==> config.mk <==
export PLATFORM = sky130hd
export DESIGN_NAME = alu_pipeline_hs
export DESIGN_NICKNAME = d
export VERILOG_FILES = /design/src/rtl/alu_pipe_pkg.sv /design/src/rtl/alu.sv /design/src/rtl/pipe_slice.sv /design/src/rtl/alu_pipeline_hs.sv
export SDC_FILE = /design/constraint.sdc
export NUM_CORES = 1
export LEC_CHECK = 0
export CAP_MARGIN = 15
export CORE_MARGIN = 2
export CORE_UTILIZATION = 63
export CTS_CLUSTER_SIZE = 20
export DETAILED_ROUTE_END_ITERATION = 8
export DONT_BUFFER_PORTS = 1
export HOLD_SLACK_MARGIN = 0.02
export PLACE_DENSITY = 0.79
export SYNTH_ARGS = -nofsm -noshare
export SYNTH_HDL_FRONTEND = slang
export SYNTH_SLANG_ARGS = --single-unit
==> constraint.sdc <==
create_clock -name clk -period 13.3 [get_ports clk]
set_clock_uncertainty 0.15 [all_clocks]
set_input_delay 2.66 -clock clk [delete_from_list [all_inputs] [get_ports clk]]
set_output_delay 2.66 -clock clk [all_outputs]
set_load 0.01 [all_outputs]
==> src/rtl/alu_pipe_pkg.sv <==
// Shared types and limits for the flow-controlled ALU pipeline.
package alu_pipe_pkg;

  typedef enum logic [1:0] {
    ALU_ADD = 2'b00,
    ALU_SUB = 2'b01,
    ALU_AND = 2'b10,
    ALU_OR  = 2'b11
  } alu_sel_e;

  localparam int MIN_STAGES = 3;
  localparam int MAX_STAGES = 8;

endpackage

==> src/rtl/alu.sv <==
// Combinational two-operand ALU; all arithmetic wraps modulo 2^DWIDTH.
module alu
  import alu_pipe_pkg::*;
#(
  parameter int DWIDTH = 32
) (
  input  logic [DWIDTH-1:0] a,
  input  logic [DWIDTH-1:0] b,
  input  logic [1:0]        sel,
  output logic [DWIDTH-1:0] y
);

  always_comb begin
    y = a + b;
    case (alu_sel_e'(sel))
      ALU_ADD: y = a + b;
      ALU_SUB: y = a - b;
      ALU_AND: y = a & b;
      ALU_OR:  y = a | b;
      default: y = a + b;
    endcase
  end

endmodule

==> src/rtl/pipe_slice.sv <==
// One valid/ready register stage: loads whenever it is empty or its consumer takes the current entry.
module pipe_slice #(
  parameter int W = 8
) (
  input  logic         clk,
  input  logic         rst,
  input  logic         flush,
  input  logic         in_valid,
  input  logic [W-1:0] in_data,
  input  logic         out_ready,
  output logic         out_valid,
  output logic [W-1:0] out_data
);

  logic advance;

  assign advance = !out_valid || out_ready;

  // Flush only kills the valid bit; payload is left stale on purpose.
  always_ff @(posedge clk or posedge rst) begin
    if (rst) begin
      out_valid <= 1'b0;
      out_data  <= '0;
    end else if (flush) begin
      out_valid <= 1'b0;
    end else if (advance) begin
      out_valid <= in_valid;
      if (in_valid) out_data <= in_data;
    end
  end

endmodule

==> src/rtl/alu_pipeline_hs.sv <==
// Flow-controlled ALU pipeline: op1 <sel> op2, optional "minus op1" chain step, then delay stages.
// Valid/ready: a stage loads when it is empty or its consumer is ready; accept = valid_i && ready_o.
module alu_pipeline_hs
  import alu_pipe_pkg::*;
#(
  parameter int DWIDTH = 32,
  parameter int STAGES = 3
) (
  input  logic              clk,
  input  logic              rst,
  input  logic              flush_i,
  input  logic              valid_i,
  output logic              ready_o,
  input  logic [DWIDTH-1:0] op1_i,
  input  logic [DWIDTH-1:0] op2_i,
  input  logic [1:0]        sel_i,
  input  logic              chain_i,
  output logic              valid_o,
  input  logic              ready_i,
  output logic [DWIDTH-1:0] res_o,
  output logic              zero_o,
  output logic              neg_o
);

  localparam int W1 = 2*DWIDTH + 3;
  localparam int W2 = 2*DWIDTH + 1;
  localparam int WT = DWIDTH + 2;

  if (STAGES < MIN_STAGES || STAGES > MAX_STAGES) begin : g_bad_stages
    $error("alu_pipeline_hs: STAGES must be within 3..8");
  end

  logic [STAGES:1]           v;
  logic [STAGES:1]           dn_ready;
  logic [W1-1:0]             s1_data;
  logic [W2-1:0]             s2_data;
  logic [STAGES:3][WT-1:0]   td;

  logic [DWIDTH-1:0] s1_op1, s1_op2, s2_r1, s2_op1;
  logic [1:0]        s1_sel;
  logic              s1_chain, s2_chain;
  logic [DWIDTH-1:0] r1, diff, r2;
  logic [WT-1:0]     s3_in;

  // A stage's consumer is ready when ready_i is high or any later stage is empty;
  // this is the unrolled form of the per-stage ready chain and never depends on valid_i.
  for (genvar k = 1; k <= STAGES; k++) begin : g_ready
    if (k == STAGES) begin : g_last
      assign dn_ready[k] = ready_i;
    end else begin : g_mid
      assign dn_ready[k] = ready_i || !(&v[STAGES:k+1]);
    end
  end

  assign ready_o = !flush_i && (ready_i || !(&v));

  pipe_slice #(.W(W1)) u_s1 (
    .clk(clk), .rst(rst), .flush(flush_i),
    .in_valid(valid_i), .in_data({op1_i, op2_i, sel_i, chain_i}),
    .out_ready(dn_ready[1]), .out_valid(v[1]), .out_data(s1_data)
  );

  assign {s1_op1, s1_op2, s1_sel, s1_chain} = s1_data;

  alu #(.DWIDTH(DWIDTH)) u_alu_op (.a(s1_op1), .b(s1_op2), .sel(s1_sel), .y(r1));

  pipe_slice #(.W(W2)) u_s2 (
    .clk(clk), .rst(rst), .flush(flush_i),
    .in_valid(v[1]), .in_data({r1, s1_op1, s1_chain}),
    .out_ready(dn_ready[2]), .out_valid(v[2]), .out_data(s2_data)
  );

  assign {s2_r1, s2_op1, s2_chain} = s2_data;

  alu #(.DWIDTH(DWIDTH)) u_alu_chain (.a(s2_r1), .b(s2_op1), .sel(ALU_SUB), .y(diff));

  assign r2    = s2_chain ? diff : s2_r1;
  // Flags travel with the value; delay stages never alter it, so they match res_o.
  assign s3_in = {(r2 == '0), r2[DWIDTH-1], r2};

  for (genvar k = 3; k <= STAGES; k++) begin : g_tail
    if (k == 3) begin : g_first
      pipe_slice #(.W(WT)) u_s (
        .clk(clk), .rst(rst), .flush(flush_i),
        .in_valid(v[2]), .in_data(s3_in),
        .out_ready(dn_ready[3]), .out_valid(v[3]), .out_data(td[3])
      );
    end else begin : g_delay
      pipe_slice #(.W(WT)) u_s (
        .clk(clk), .rst(rst), .flush(flush_i),
        .in_valid(v[k-1]), .in_data(td[k-1]),
        .out_ready(dn_ready[k]), .out_valid(v[k]), .out_data(td[k])
      );
    end
  end

  assign valid_o                 = v[STAGES];
  assign {zero_o, neg_o, res_o}  = td[STAGES];

endmodule

* Word level (Yosys, flattened, before mapping)
Cells that the tools add are included.
** Word-level totals
- Bits in registers :: 169
- Input bits :: 72
- Output and inout bits :: 36
** Operators by class
- Add/subtract/negate cells :: 3
- Equality and inequality tests :: 3
- Mux-type cells :: 8
- Bitwise gates (word level) :: 3
- Reduce and logical (&&, ||, !) cells :: 22
** Operators with widths (count)
- case mux 32 bit (4 select lines) :: 1
- subtractor 32 bit :: 2
- adder 32 bit :: 1
- bitwise AND 32 bit :: 1
- logical NOT 32 bit :: 1
- 2-to-1 mux 32 bit :: 1
- OR 32 bit :: 1
- AND reduction 3 bit :: 4
- logical NOT 1 bit :: 6
- 2-to-1 mux 1 bit :: 6
- nonzero test 2 bit :: 3
- logical OR 1 bit :: 5
- equality test 2 bit (second input constant) :: 2
- equality test 2 x 1 -> 1 bit (second input constant) :: 1
- logical NOT 2 bit :: 1
- AND reduction 2 bit :: 1
- logical AND 1 bit :: 1
- inverter 1 bit :: 1

* Depth between registers and ports, before layout
Gate-level depths: netlist (run 1).
- Depth after elaboration :: 6
- Gate-level depth with buffers :: 20
- Mapped depth without buffers :: 20

* Cells and area by module
Synthesis (run 1) repeated with hierarchy kept, for this count alone.
** Second synthesis, totals
- Cells, all modules :: 1329
- Area, all modules :: 13314.0 um^2
** By module, submodules not included
- alu (u_alu_op) :: instances 1, cells an instance 462, area an instance 3173.0 um^2
- alu (u_alu_chain) :: instances 1, cells an instance 434, area an instance 2970.3 um^2
- pipe_slice (u_s2) :: instances 1, cells an instance 143, area an instance 2725.1 um^2
- pipe_slice (u_s1) :: instances 1, cells an instance 147, area an instance 2546.2 um^2
- pipe_slice (g_tail[3].g_first.u_s) :: instances 1, cells an instance 77, area an instance 1336.3 um^2
- alu_pipeline_hs :: instances 1, cells an instance 66, area an instance 563.0 um^2

* Least setup slack after synthesis (run 1)
OpenSTA, ideal clock, no wires.
- Path type :: in2out
- From :: input port ready_i
- To :: output port ready_o
- Data arrival time :: 3.154 ns
- Required time :: 10.490 ns
- Slack :: 7.336 ns
- Cell stages on the path :: 3
- Path buffers :: 0
- Cells stage by stage :: nor2b_1 > and2_1 > a21oi_1
** Between the ends
- Word-level cells in the longest chain between the ends :: 2
** Ends and longest elaborated chain
- start: declaration :: line alu_pipeline_hs.sv:19 : input logic ready_i,
- logical OR 1 bit :: line alu_pipeline_hs.sv:55 : assign ready_o = !flush_i && (ready_i || !(&v));
- logical AND 1 bit :: line alu_pipeline_hs.sv:55
- end: declaration :: line alu_pipeline_hs.sv:13 : output logic ready_o,
No other way between the ends.

* Worst setup path in the final report (run 1)
Ends and elaborated chain as after synthesis.

==> results_dict.tcl, run 1 <==
set metrics [dict create \
    async_flop_share_pct 100 \
    root_buffer "clkbuf_16" \
    synthToLayoutAreaGrowth_pct 7.42 \
    track_usage_pct 27.6 \
    crit_chain "nor2b_1, and2_1, a21oi_1" \
    post-route-min-period_ns 6.08 \
    synthDistinctLibCells 76 \
    final_common_cell "dfrtp_1" \
    fin_util_pct 69.4 \
    maxCapViolCount 0 \
    syn_avg_cell_area_um2 9.42 \
    port_buffers 0 \
    ctsLongestPathBuffers 2 \
    cp-endpoint "ready_o" \
    die_y_um 137 \
    holdBufCountCts 0 \
    syn-num-nets 1330 \
    r2r_start "u_s1.out_data[3]" \
    busiest_layer "met1" \
    worst_pin_slew_ns 0.942 \
    crit_arrival_ns 3.27 \
    antenna_found_initial 1 \
    globalRouteMet3Util_pct 5.30 \
    synth_edf_count 0 \
    max_slew_margin_pct 37.2 \
    status "complete, no violations" \
    yosysTopAreaCell "dfrtp_1" \
    setup_tns_ns 0 \
    critPathSlowestCell "and2_1" \
    ir_worst_vdd_v 0.000126 \
    yosys-top-cells-area "dfrtp_1 (37%), mux2_2 (11%), ha_1 (7.3%)" \
    dp_hpwl_um 18200 \
    final_cell_mix "dfrtp_1 (167), nand2_1 (123), mux2_2 (109), o21ai_0 (86), a21oi_1 (79)" \
    critical_path_buf_inv_count 0 \
    cts_max_level 4 \
    cp.depth 3 \
    pin_count 108 \
    p_leak_nw 5.41 \
    vias 8507 \
    start_kind "primary input" \
    nNetsFinal 1304 \
    detail-route-antenna-nets 0 \
    drive_above_1_share_pct 15.1 \
    syn_inst 1191 \
    reg2reg_setup_slack_ns 8.24 \
    post_drt_wl_per_cell_um 17.6 \
    gp_routability_congestion 0.897 \
    die_w_um 137 \
    first_pass_iters 5 \
    grt_overflow 0 \
    clk_latency_ns 0.44 \
    ff2ff_path_depth 20 \
    cts_inserted_buffers 17 \
    r2r-end "u_s2.out_data[62]" \
    cts_sinks 168 \
    yosys_warnings 0 \
    grt_max_degree 97 \
    setup-violations-final 0 \
    critPathCaptureType "primary output" \
    drtIter0Drc 782 \
    cp_max_fo 4 \
    crit_start "ready_i" \
    cts_resized 0 \
    cts_setup_buffers 0 \
    routed_via_density 6.06 \
    core_area_um2 17400 \
    drc 0 \
    power_w 0.00276 \
    grt_pass1_wl_um 40800 \
    power_density_nw_per_um2 229 \
    routed_wl_um 24800 \
    crit_family "simple AND/OR/NAND/NOR gates" \
    die_area_um2 18900 \
    yosysSeqAreaShare_pct 37.5 \
    fmax_mhz 164 \
    start_util_pct 64.6 \
    slowest_delay_ns 0.24 \
    hold_viol 0 \
    criticalPathCategory "in2out" \
    use_met1_pct 42.8 \
    cts.reportedPaths.clkPinSlew_ns 0.06 \
    cts_tree "built" \
    ys_seq_elements 168 \
    drv_slew 0 \
    synth_top_area_share_pct 37.5 \
    synth_ff_type "dfrtp_1" \
    grtUsageMet2_pct 39.2 \
    grt_pass1_vias 7978 \
    fp-row-count 48 \
    hp-class "reg2reg" \
    syn_area_um2 11200 \
    crit_required_ns 10.49 \
    rsz0062_at_grt "no" \
    fin_crit_sh_pct 45.7 \
]
## cell type report
type / count / area (um^2)
repair buffers: 9 / 67.6
inverters: 56 / 215
fillers: 1346 / 5310
well taps: 225 / 282
multi-input cells: 913 / 6610
flip-flops and latches: 168 / 4210
clock buffers: 18 / 439
clock inverters: 14 / 233
diodes: 1 / 2.50
## cell families (layout without fill, tap and decap cells)
| kind of cell | Yosys count | after routing | share of synthesized area [%] |
|---|---|---|---|
| buf+inv | 110 | 97 | 3.73 |
| other cells | 0 | 1 | 0 |
| fa+ha+maj | 89 | 89 | 9.57 |
| mux | 123 | 123 | 12.2 |
| flops | 168 | 168 | 37.5 |
| xor+xnor | 78 | 78 | 6.09 |
| compound gates | 304 | 304 | 17.6 |
| simple gates | 319 | 319 | 13.4 |
## report_power, final
group	internal, W	switching (W)
Combinational	0.000589	0.000770
Sequential	0.000655	0.000175
Clock	0.000344	0.000222
Total	0.00159	0.00117
## state kept, by name, summed over array words and instances (netlist names)
register                      count
g_tail.g_first.u_s.out_data      33
g_tail.g_first.u_s.out_valid      1
u_s1.out_data                    67
u_s1.out_valid                    1
u_s2.out_data                    65
u_s2.out_valid                    1
## per-layer routing
layer,vias up,share of wire (%)
met5,-,0
met4,0,1.3
met3,27,6.8
met2,268,42
met1,3977,50
li1,4235,-
## synthesized netlist by cell type, types with 4 or more instances
library cell / number
xor2_1: 37
maj3_1: 22
o21ai_0: 86
buf_1: 8
nand2_1: 124
clkbuf_1: 44
a31oi_1: 13
a31o_2: 4
inv_1: 56
or3_1: 5
o31ai_1: 9
nor2b_1: 9
o21bai_1: 10
nor4_1: 13
and2_1: 7
nor2_1: 78
a21o_1: 31
mux2_2: 109
and4_1: 5
mux2i_1: 14
o21ai_1: 6
dfrtp_1: 168
ha_1: 65
nand4_1: 9
o21a_1: 13
nor3_1: 21
a21oi_1: 79
nand2b_1: 11
and3_1: 5
nand3_1: 15
xnor2_1: 41
o211ai_1: 4
a211oi_1: 6
## how the worst min path moves through the flow
stage | start | endpoint | slack (ns) | depth (start not counted)
2_1_floorplan | u_s2.out_data[1] | u_s2.out_data[1] | 0.31 | 2
3_3_place_gp | u_s2.out_data[37] | u_s2.out_data[37] | 0.34 | 2
3_5_place_dp | u_s2.out_data[0] | u_s2.out_data[0] | 0.35 | 1
4_1_cts | u_s2.out_data[21] | u_s2.out_data[21] | 0.36 | 1
5_1_grt | u_s2.out_data[13] | u_s2.out_data[13] | 0.36 | 1
6_report | u_s2.out_data[13] | u_s2.out_data[13] | 0.36 | 1
## worst register-to-register path, delay by kind of cell (launching register included)
kind	cells	cell delay (ns)
AO/OA/AOI/OAI	10	1.97
buffers and inverters	1	0.11
XOR/XNOR	2	0.33
adder cells (fa/ha/maj)	2	0.47
AND/OR/NAND/NOR	4	1.20
flip-flops	1	0.44
multiplexers	1	0.28
## metrics by stage
step / instances / worst slack [ns] / area (um^2) / hold WS, ns
final: 1404 / 7.22 / 12000 / 0.357
after floorplan: 1191 / 5.94 / 11200 / 0.306
after global routing: 1404 / 7.12 / 12000 / 0.364
after global placement: 1371 / 7.26 / 11400 / 0.335
after detailed placement: 1371 / 7.21 / 11400 / 0.345
after CTS: 1403 / 7.20 / 12000 / 0.360
(Power assumes the default switching activity.)
==> run 2: changes to the inputs <==
Clock period 13.3 ns to 5.79 ns, I/O delays scaled along.
==> run 2 against run 1 <==
- wire length up 1.8%
- setup slack got worse by 6.6 ns
- die area is the same
- worst hold slack lost 0.00084 ns
- core utilization down 0.10 points
- clock power grew 120%
==> results_dict.tcl, run 2 (synthesis results as in run 1) <==
set metrics [dict create \
    start_util_pct 64.6 \
    dp_hpwl_um 18900 \
    largest_register_ffs 67 \
    holdBufCountCts 0 \
    cts.reportedPaths.clkPinSlew_ns 0.07 \
    seqPwrFrac_pct 30.7 \
    cts_tree "built" \
    p_int_w 0.00359 \
    die_w_um 137 \
    hold_viol 0 \
    grt_overflow 0 \
    nNetsFinal 1305 \
    ctsLongestPathBuffers 2 \
    crit_arrival_ns 5.31 \
    grt_pass1_vias 8170 \
    gp_routability_congestion 0.901 \
    drc 0 \
    drive_above_1_share_pct 15.2 \
    first_pass_iters 5 \
    top_register "u_s1.out_data" \
    synthToLayoutAreaGrowth_pct 7.26 \
    post_drt_wl_per_cell_um 17.9 \
    track_usage_pct 28.0 \
    crit_path_frequent_cell "a21o_1" \
    setup_tns_ns 0 \
    p_switching_w 0.00268 \
    worst_pin_slew_ns 0.915 \
    critPathCaptureType "flop" \
    cp_max_fo 6 \
    drv_slew 0 \
    antennaDiodeCount 0 \
    rsz0062_at_grt "no" \
    criticalPathCategory "reg2reg" \
    fp-row-count 48 \
    detail-route-antenna-nets 0 \
    combPwrFrac_pct 49.6 \
    antenna_found_initial 0 \
    root_buffer "clkbuf_16" \
    setup-violations-final 0 \
    final_common_cell "dfrtp_1" \
    fmax_mhz 194 \
    cts_sinks 168 \
    pin_count 108 \
    post-route-min-period_ns 5.15 \
    vias 8663 \
    routed_wl_um 25200 \
    routed_via_density 6.17 \
    crit_required_ns 5.96 \
    die_y_um 137 \
    grt_pass1_wl_um 41400 \
    ir_worst_vdd_v 0.000288 \
    cts_max_level 4 \
    cts_resized 0 \
    core_area_um2 17400 \
    slowest_delay_ns 0.46 \
    nFillCells 1360 \
    p_leak_nw 5.40 \
    status "complete, no violations" \
    grt_max_degree 169 \
    power_density_nw_per_um2 521 \
    clk_latency_ns 0.43 \
    drtIter0Drc 798 \
    clockPowerShare_pct 19.7 \
    cts_setup_buffers 0 \
    port_buffers 0 \
    sw_frac_of_total_pct 42.7 \
    top_regs "u_s1.out_data: 67 flops, u_s2.out_data: 65 flops, g_tail.g_first.u_s.out_data: 33 flops" \
    place_area_um2 11400 \
    final_cell_mix "dfrtp_1 (167), nand2_1 (123), mux2_2 (109), o21ai_0 (86), a21oi_1 (79)" \
    hp-class "reg2reg" \
    max_slew_margin_pct 38.8 \
    maxCapViolCount 0 \
    critPathSlowestCell "nor3b_1" \
    design_area_um2 12000 \
    fin_crit_sh_pct 88.9 \
    die_area_um2 18900 \
    cts_inserted_buffers 17 \
    crit_chain "inv_1, ha_1, nor3b_1, nor4b_2, nand2_1, or2_2, o21ai_0, xor2_1, ha_1, a21o_1, a21o_1, a21o_1, a21o_1, a211oi_2, o21bai_1, a221o_1, a31oi_1, xor2_1, o22ai_1, mux2_2" \
    start_kind "flop" \
]
run 2: critical path, delay by kind of cell (launching register included):
family                     cells  cell delay (ns)
AOI/OAI and AO/OA             10             2.00
xor gates and xnor gates       2             0.35
adders and majority gates      2             0.46
buffers and inverters          1             0.10
DFF                            1             0.43
muxes                          1             0.27
and+or+nand+nor                4             1.29
run 2: power by group through the flow:
| stage | registers (W) | logic (W) | clock network [W] |
|---|---|---|---|
| after floorplan | 0.00178 | 0.00254 | 0 |
| after global placement | 0.00191 | 0.00298 | 0 |
| after detailed placement | 0.00194 | 0.00304 | 0 |
| after CTS | 0.00192 | 0.00308 | 0.00125 |
| after global routing | 0.00197 | 0.00348 | 0.00130 |
| final | 0.00192 | 0.00311 | 0.00124 |
run 2: final cells by class:
cell class / count / area (um^2) / share of cell area [%]
Clock buffer: 17 / 425 / 3.54
Sequential cell: 168 / 4210 / 35.0
Tap cell: 225 / 282 / 2.34
Inverter: 56 / 214 / 1.78
Timing Repair Buffer: 10 / 87.6 / 0.728
Multi-Input combinational cell: 913 / 6610 / 54.9
Clock inverter: 15 / 213 / 1.77
run 2: path summary, 6_finish.rpt:
kind / from / to / slack [ns] / cells after the start
worst min register to register: u_s2.out_data[27] / u_s2.out_data[27] / 0.36 / 1
max in group asynchronous: rst / u_s1.out_data[45] / 4.10 / 2
worst max-delay path: u_s1.out_data[3] / u_s2.out_data[62] / 0.64 / 20
worst min-delay path: u_s2.out_data[27] / u_s2.out_data[27] / 0.36 / 1
min in group asynchronous: rst / g_tail[3].g_first.u_s.out_data[1] / 0.67 / 2
worst max register to register: u_s1.out_data[3] / u_s2.out_data[62] / 0.64 / 20
run 2: metrics by stage:
stage / instances / worst slack [ns] / power (W) / util (%) / hold WS [ns]
after floorplan: 1191 / 1.17 / 0.00432 / - / 0.306
after global placement: 1372 / 0.811 / 0.00489 / 65.6 / 0.333
after detailed placement: 1372 / 0.734 / 0.00498 / 65.6 / 0.344
after CTS: 1404 / 0.692 / 0.00624 / 69.3 / 0.359
after global routing: 1404 / 0.277 / 0.00676 / 69.3 / 0.374
final: 1404 / 0.644 / 0.00627 / 69.3 / 0.356
run 2: metal layers:
layer | routed length [um] | global-route usage, %
met5 | 0 | 0
met4 | 400 | 7.96
met3 | 1660 | 5.33
met2 | 10600 | 40.6
met1 | 12600 | 42.5
